**config.mk**
```make
export PLATFORM = sky130hd
export DESIGN_NAME = sockit_spi_arb
export DESIGN_NICKNAME = d
export VERILOG_FILES = /design/src/rtl/sockit_spi_arb.sv
export SDC_FILE = /design/constraint.sdc
export NUM_CORES = 1
export LEC_CHECK = 0
export CAP_MARGIN = 20
export CORE_UTILIZATION = 30
export DETAILED_ROUTE_END_ITERATION = 10
export GPL_TIMING_DRIVEN = 0
export SETUP_SLACK_MARGIN = 0.05
export SLEW_MARGIN = 10
export SYNTH_ARGS = -nofsm -noshare
export SYNTH_HDL_FRONTEND = slang
export SYNTH_SLANG_ARGS = --single-unit
```
**constraint.sdc**
```tcl
create_clock -name clk -period 1.9 [get_ports clk]
set_input_delay 0.285 -clock clk [delete_from_list [all_inputs] [get_ports clk]]
set_output_delay 0.285 -clock clk [all_outputs]
set_load 0.01 [all_outputs]
```
**src/rtl/sockit_spi_arb.sv**
```systemverilog
// Packet-level round-robin arbiter feeding the command CDC FIFO; the grant is locked for a whole packet.
// Optional build macro SOCKIT_SPI_ARB_FIXED_PRIO_EN selects fixed lowest-index priority instead of round-robin.
module sockit_spi_arb #(
    parameter  int RN = 2,
    parameter  int DW = 32,
    localparam int GW = (RN > 1) ? $clog2(RN) : 1
) (
    input  logic             clk,
    input  logic             rst,
    input  logic             clr,
    input  logic [RN-1:0]    req_vld,
    input  logic [RN-1:0]    req_lst,
    input  logic [RN*DW-1:0] req_dat,
    output logic [RN-1:0]    req_rdy,
    output logic             out_vld,
    output logic             out_lst,
    output logic [DW-1:0]    out_dat,
    input  logic             out_rdy,
    output logic [GW-1:0]    out_gnt,
    output logic             busy
);

    typedef enum logic {
        IDLE = 1'b0,
        LOCK = 1'b1
    } state_t;

    state_t          state;
    logic [GW-1:0]   gnt;
    logic [GW-1:0]   ptr;
    logic [GW-1:0]   winner;
    logic            ld;
    logic            xfer;
    logic            sel_lst;
    logic [DW-1:0]   sel_dat;

    // Winner search; the candidate closest after 'from' is assigned last and therefore wins.
    function automatic logic [GW-1:0] pick(input logic [RN-1:0] vld, input logic [GW-1:0] from);
        logic [GW-1:0] w;
        logic [GW-1:0] idx;
        w = from;
`ifdef SOCKIT_SPI_ARB_FIXED_PRIO_EN
        for (int i = RN - 1; i >= 0; i--) begin
            idx = GW'(i);
            if (vld[idx]) w = idx;
        end
`else
        for (int k = RN; k >= 1; k--) begin
            idx = GW'((int'(from) + k) % RN);
            if (vld[idx]) w = idx;
        end
`endif
        return w;
    endfunction

    // Ready toward the owning requester, granted-beat mux and arbitration result.
    always_comb begin
        ld      = ~out_vld | out_rdy;
        req_rdy = '0;
        for (int i = 0; i < RN; i++) begin
            req_rdy[i] = (state == LOCK) && (gnt == GW'(i)) && ld && !clr;
        end
        xfer    = |(req_rdy & req_vld);
        sel_dat = req_dat[int'(gnt)*DW +: DW];
        sel_lst = req_lst[gnt];
        winner  = pick(req_vld, ptr);
    end

    // Output stage and IDLE/LOCK state machine; clr aborts the packet but keeps ptr.
    always_ff @(posedge clk) begin
        if (rst) begin
            state   <= IDLE;
            gnt     <= '0;
            ptr     <= GW'(RN - 1);
            out_vld <= 1'b0;
            out_lst <= 1'b0;
            out_dat <= '0;
            out_gnt <= '0;
        end else if (clr) begin
            state   <= IDLE;
            out_vld <= 1'b0;
        end else begin
            if (xfer) begin
                out_vld <= 1'b1;
                out_dat <= sel_dat;
                out_lst <= sel_lst;
                out_gnt <= gnt;
            end else if (out_rdy) begin
                out_vld <= 1'b0;
            end else begin
                out_vld <= out_vld;
            end
            case (state)
                IDLE: begin
                    if (|req_vld) begin
                        gnt   <= winner;
                        state <= LOCK;
                    end else begin
                        state <= IDLE;
                    end
                end
                LOCK: begin
                    if (xfer && sel_lst) begin
                        state <= IDLE;
`ifndef SOCKIT_SPI_ARB_FIXED_PRIO_EN
                        ptr   <= gnt;
`endif
                    end else begin
                        state <= LOCK;
                    end
                end
                default: state <= IDLE;
            endcase
        end
    end

    assign busy = (state == LOCK) | out_vld;

endmodule
```
# After elaboration in Yosys (flattened, before gate mapping)
# Index checks and enable logic that the tools add are counted.
[totals] elab_cells=48 out_inout_bits=38 regBits=38
[op_classes] n_lt_le_gt_ge=3 shift=1 muxes=13 reduce_logical=15 bitwise=7 n_addsub=2
[ops] op="64-bit by 7-bit variable part select with 32-bit output" count=1
[ops] op="1-bit two-way mux" count=12
[ops] op="1-bit logical AND" count=7
[ops] op="1-bit by 2-bit less-than comparator with 1-bit output (second input constant)" count=3
[ops] op="3-bit AND reduction" count=2
[ops] op="2-bit OR reduction" count=3
[ops] op="1-bit NOT" count=4
[ops] op="1-bit adder (second input constant)" count=2
[ops] op="2-bit AND" count=1
[ops] op="1-bit bitwise OR" count=2
[ops] op="1-bit case mux with 2 select lines" count=1
[ops] op="2-bit AND reduction" count=1
[ops] op="2-bit nonzero test" count=1
[ops] op="1-bit zero test" count=1

# Longest topological paths before layout
[logic_depth] ltp_word=9 depth_mapped=6 ltp_nobuf=3

# Least setup slack after synthesis
# No wires, ideal clock.
[synth_timing] kind="reg2reg" startpoint="register gnt" endpoint="register ptr" arrival_time_ns=1.300 n_path_buf=1 setup_ns=0.122 stages_incl_launch_ff=5 path_slack_ns=0.478 period_less_slack_ns=1.422 cell_sequence="dfxtp_1 > mux2_4 > and3_1 > buf_6 > a221o_1"
[synth_between] elab_chain_cells=8 elab_cells_between_ends=13
[synth_lines] item="start: declaration" line="29" source="logic [GW-1:0] gnt;"
[synth_lines] item="start signal: assignment" line="96" source="gnt <= winner;"
[synth_lines] item="1-bit NOT" line="61" source="req_rdy[i] = (state == LOCK) && (gnt == GW'(i)) && ld && !clr;"
[synth_lines] item="1-bit logical AND (3 in a row)" line="61"
[synth_lines] item="2-bit AND" line="63" source="xfer = |(req_rdy & req_vld);"
[synth_lines] item="2-bit OR reduction" line="63"
[synth_lines] item="1-bit logical AND" line="103" source="if (xfer && sel_lst) begin"
[synth_lines] item="3-bit AND reduction (no line)"
[synth_lines] item="end signal: assignment" line="74" source="ptr <= GW'(RN - 1);"
[synth_lines] item="end signal: assignment" line="106" source="ptr <= gnt;"
[synth_lines] item="end: declaration" line="30" source="logic [GW-1:0] ptr;"
# Parallel ways exist; a longest one is shown, timed or not. The select of a mux whose other input is x is not followed.
# A chain may end at the register's enable or synchronous reset.

# Final worst setup path
[layout_timing] startpoint="register state" endpoint="output req_rdy[1]"
[layout_between] elab_chain_cells=3
[layout_lines] item="start: declaration" line="28" source="state_t state;"
[layout_lines] item="start signal: assignment" line="72" source="state <= IDLE;"
[layout_lines] item="start signal: assignment" line="80" source="state <= IDLE;"
[layout_lines] item="start signal: assignment" line="97" source="state <= LOCK;"
[layout_lines] item="1-bit logical AND (3 in a row)" line="61"
[layout_lines] item="end: declaration" line="14" source="output logic [RN-1:0] req_rdy,"
# Every way passes these cells.

==> flow_summary.toml <==
[run_status]
status = "completed"

[setup_path]
cp-end-kind = "output pin"
path_class = "flop to output pin"
worst_ep_arrival_time_ps = 1480
worst_ep_required_time_ps = 1620
startpoint = "state"
crit_path_start_kind = "flop"
r2r_start = "gnt"
worstPathMaxFanout = 10

[synthesis]
avgSynthCellArea_um2 = 10.7
synth_xor_xnor_area_share = 0
synth_seq_cells = 38
synthDistinctLibCells = 29
synth_most_common_cell = "dfxtp_1"
yosys_warnings = 0
synth.cell_area_um2 = 1980
ys.flop_type = "dfxtp_1"
yosys.area_share.adder = 0
synth-compound-area-share = 0.339
synth_common_cells = "dfxtp_1 (38), a31oi_1 (33), mux2i_1 (32)"
synth_nets = 257
synth_top_family_by_area = "compound AO/OA/AOI/OAI gates"
synthTopCellsByArea = "dfxtp_1 (38%), a211oi_2 (18%), mux2i_1 (16%)"
synth-simple-area-share = 0.0379
ys_seq_area_frac = 0.384
synthCells = 185
synth.largest_area_cell = "dfxtp_1"
synth_top_area_share = 0.384
synth_edf_count = 0
synthMuxAreaShare = 0.169
ys_async_sr_fraction = 0

[route]
finalWirelength_um = 5890
vias_per_cell = 5.11
firstDrtPassIters = 4
ant_nets = 0
dr_total_vias = 1930
wire_per_inst_um = 15.6
drc = 0
drt-initial-drc-count = 57

[timing]
drv_slew = 0
setup_ws_ps = 131
period_share = 0.931
rsz0062_at_grt = "no"
period_needed_ps = 1770
setup-violations-final = 0
tightest_slew_ps = 742
max_freq_mhz = 565
slew_headroom = 0.505
fin_worst_skew_ps = 5.28
tns_ps = 0
hold_viol_final = 0

[pwr]
finalPower_mw = 1.84
p_leak_nw = 1.08
power.density_nw_per_um2 = 562
vdd_drop_max_v = 0.000268

[hold_path]
min_from = "rst"
hp-class = "primary input to flop"

[placed_design]
dp_hpwl_um = 4300
gp_congestion = 0.794
io_buffers = 108
pre_cts_ws_ps = -592

[global_route]
grt_max_degree = 20
grt_pass1_vias = 2002
grt_pass1_wl_um = 9690
antenna_found_initial = 0
grt_usage = 0.173
gr-total-overflow = 0

[floorplan]
dieArea_um2 = 6940
core.rowCount = 29
die-width_um = 83.3
start_util = 0.312
core_um2 = 6350
fp.dieH_um = 83.3
num_io_pins = 110

[cells_and_area]
fillers = 593
multi_input_area_um2 = 1080
antenna_cells = 0
final_layout_size_suffix_gt1_frac = 0.186
area_growth_pct = 65.3
fin_nets = 372
register_area_um2 = 762

[clock_tree]
cts-htree-levels = 2
cts_tree = "built"
cts.clk_slew.worst_paths_ps = 70
cts_root_buf = "clkbuf_8"
worstSkewPairLatency_ps = 290
cts_inserted_buffers = 5
clkSinkCount = 38
clk_path_buf_depth = 2

[run]
cap_violations = 0
-- through the flow --
step	util	hold slack [ps]	std cells	area (µm²)
2_1_floorplan	-	421	185	1980
3_3_place_gp	0.498	487	370	3160
3_5_place_dp	0.498	482	370	3160
4_1_cts	0.515	462	378	3270
5_1_grt	0.516	498	378	3280
6_report	0.516	482	378	3280
-- placed cells by master (no fill, tap or decap), drive strengths merged, types with 2 or more instances in the layout --
| cell | count |
|---|---|
| clkdlybuf4s50 | 105 |
| nor2b | 3 |
| inv | 2 |
| dfxtp | 38 |
| o21ai | 2 |
| buf | 16 |
| clkbuf | 14 |
| nand2b | 2 |
| a21oi | 2 |
| and3 | 2 |
| a211oi | 33 |
| mux2i | 32 |
| a31oi | 33 |
| dlygate4sd2 | 3 |
-- metal layers --
| metal | global-route usage | part of all wire | up-vias |
|---|---|---|---|
| met4 | 0.0549 | 0.013 | 0 |
| met3 | 0.0427 | 0.058 | 8 |
| met2 | 0.293 | 0.47 | 70 |
| li1 | - | - | 952 |
| met1 | 0.214 | 0.46 | 900 |
| met5 | 0 | 0 | - |
-- logic make-up (layout without fill, tap and decap cells) --
logic type / count (synthesis) / in the layout
AOI/OAI and AO/OA: 76 / 76
DFF: 38 / 38
muxes: 33 / 33
buffers and inverters: 25 / 141
and+or+nand+nor: 13 / 13
-- state kept, by name (all words and copies together) (netlist names) --
| register | count |
|---|---|
| out_dat | 32 |
| gnt | 1 |
| out_gnt | 1 |
| out_lst | 1 |
| out_vld | 1 |
| ptr | 1 |
| state | 1 |
-- critical path, stage by stage, from the launching register on --
cell and delay [ps]:
dfxtp_2 350, nor2b_1 130, buf_4 140, buf_6 130, and3_1 170, dlygate4sd2_1 280
-- path summary, 6_finish.rpt --
kind            endpoint  cells after the start  slack (ps)
max           req_rdy[1]                      5         130
min reg2reg          ptr                      1         500
max reg2reg   out_dat[8]                      4         360
min          out_dat[29]                      2         480
-- power by group --
group	internal [mW]	switching, mW
clock network	0.293	0.287
logic	0.251	0.172
registers	0.823	0.0153
-- cell type report --
class,instances,share of cell area
flip-flops and latches,38,0.233
inverters,2,0.00229
multi-input cells,122,0.330
well taps,77,0.0294
plain buffers,21,0.0439
clock inverters,1,0.00153
repair buffers,110,0.333
clock buffers,7,0.0264
-- repair_timing --
item | in CTS | in global routing
hold buffers | 0 | 0
endpoints found under the setup margin | 2 | 20
setup buffers | 2 | 0
resized for setup | 10 | 4
(Power assumes the default switching activity.)
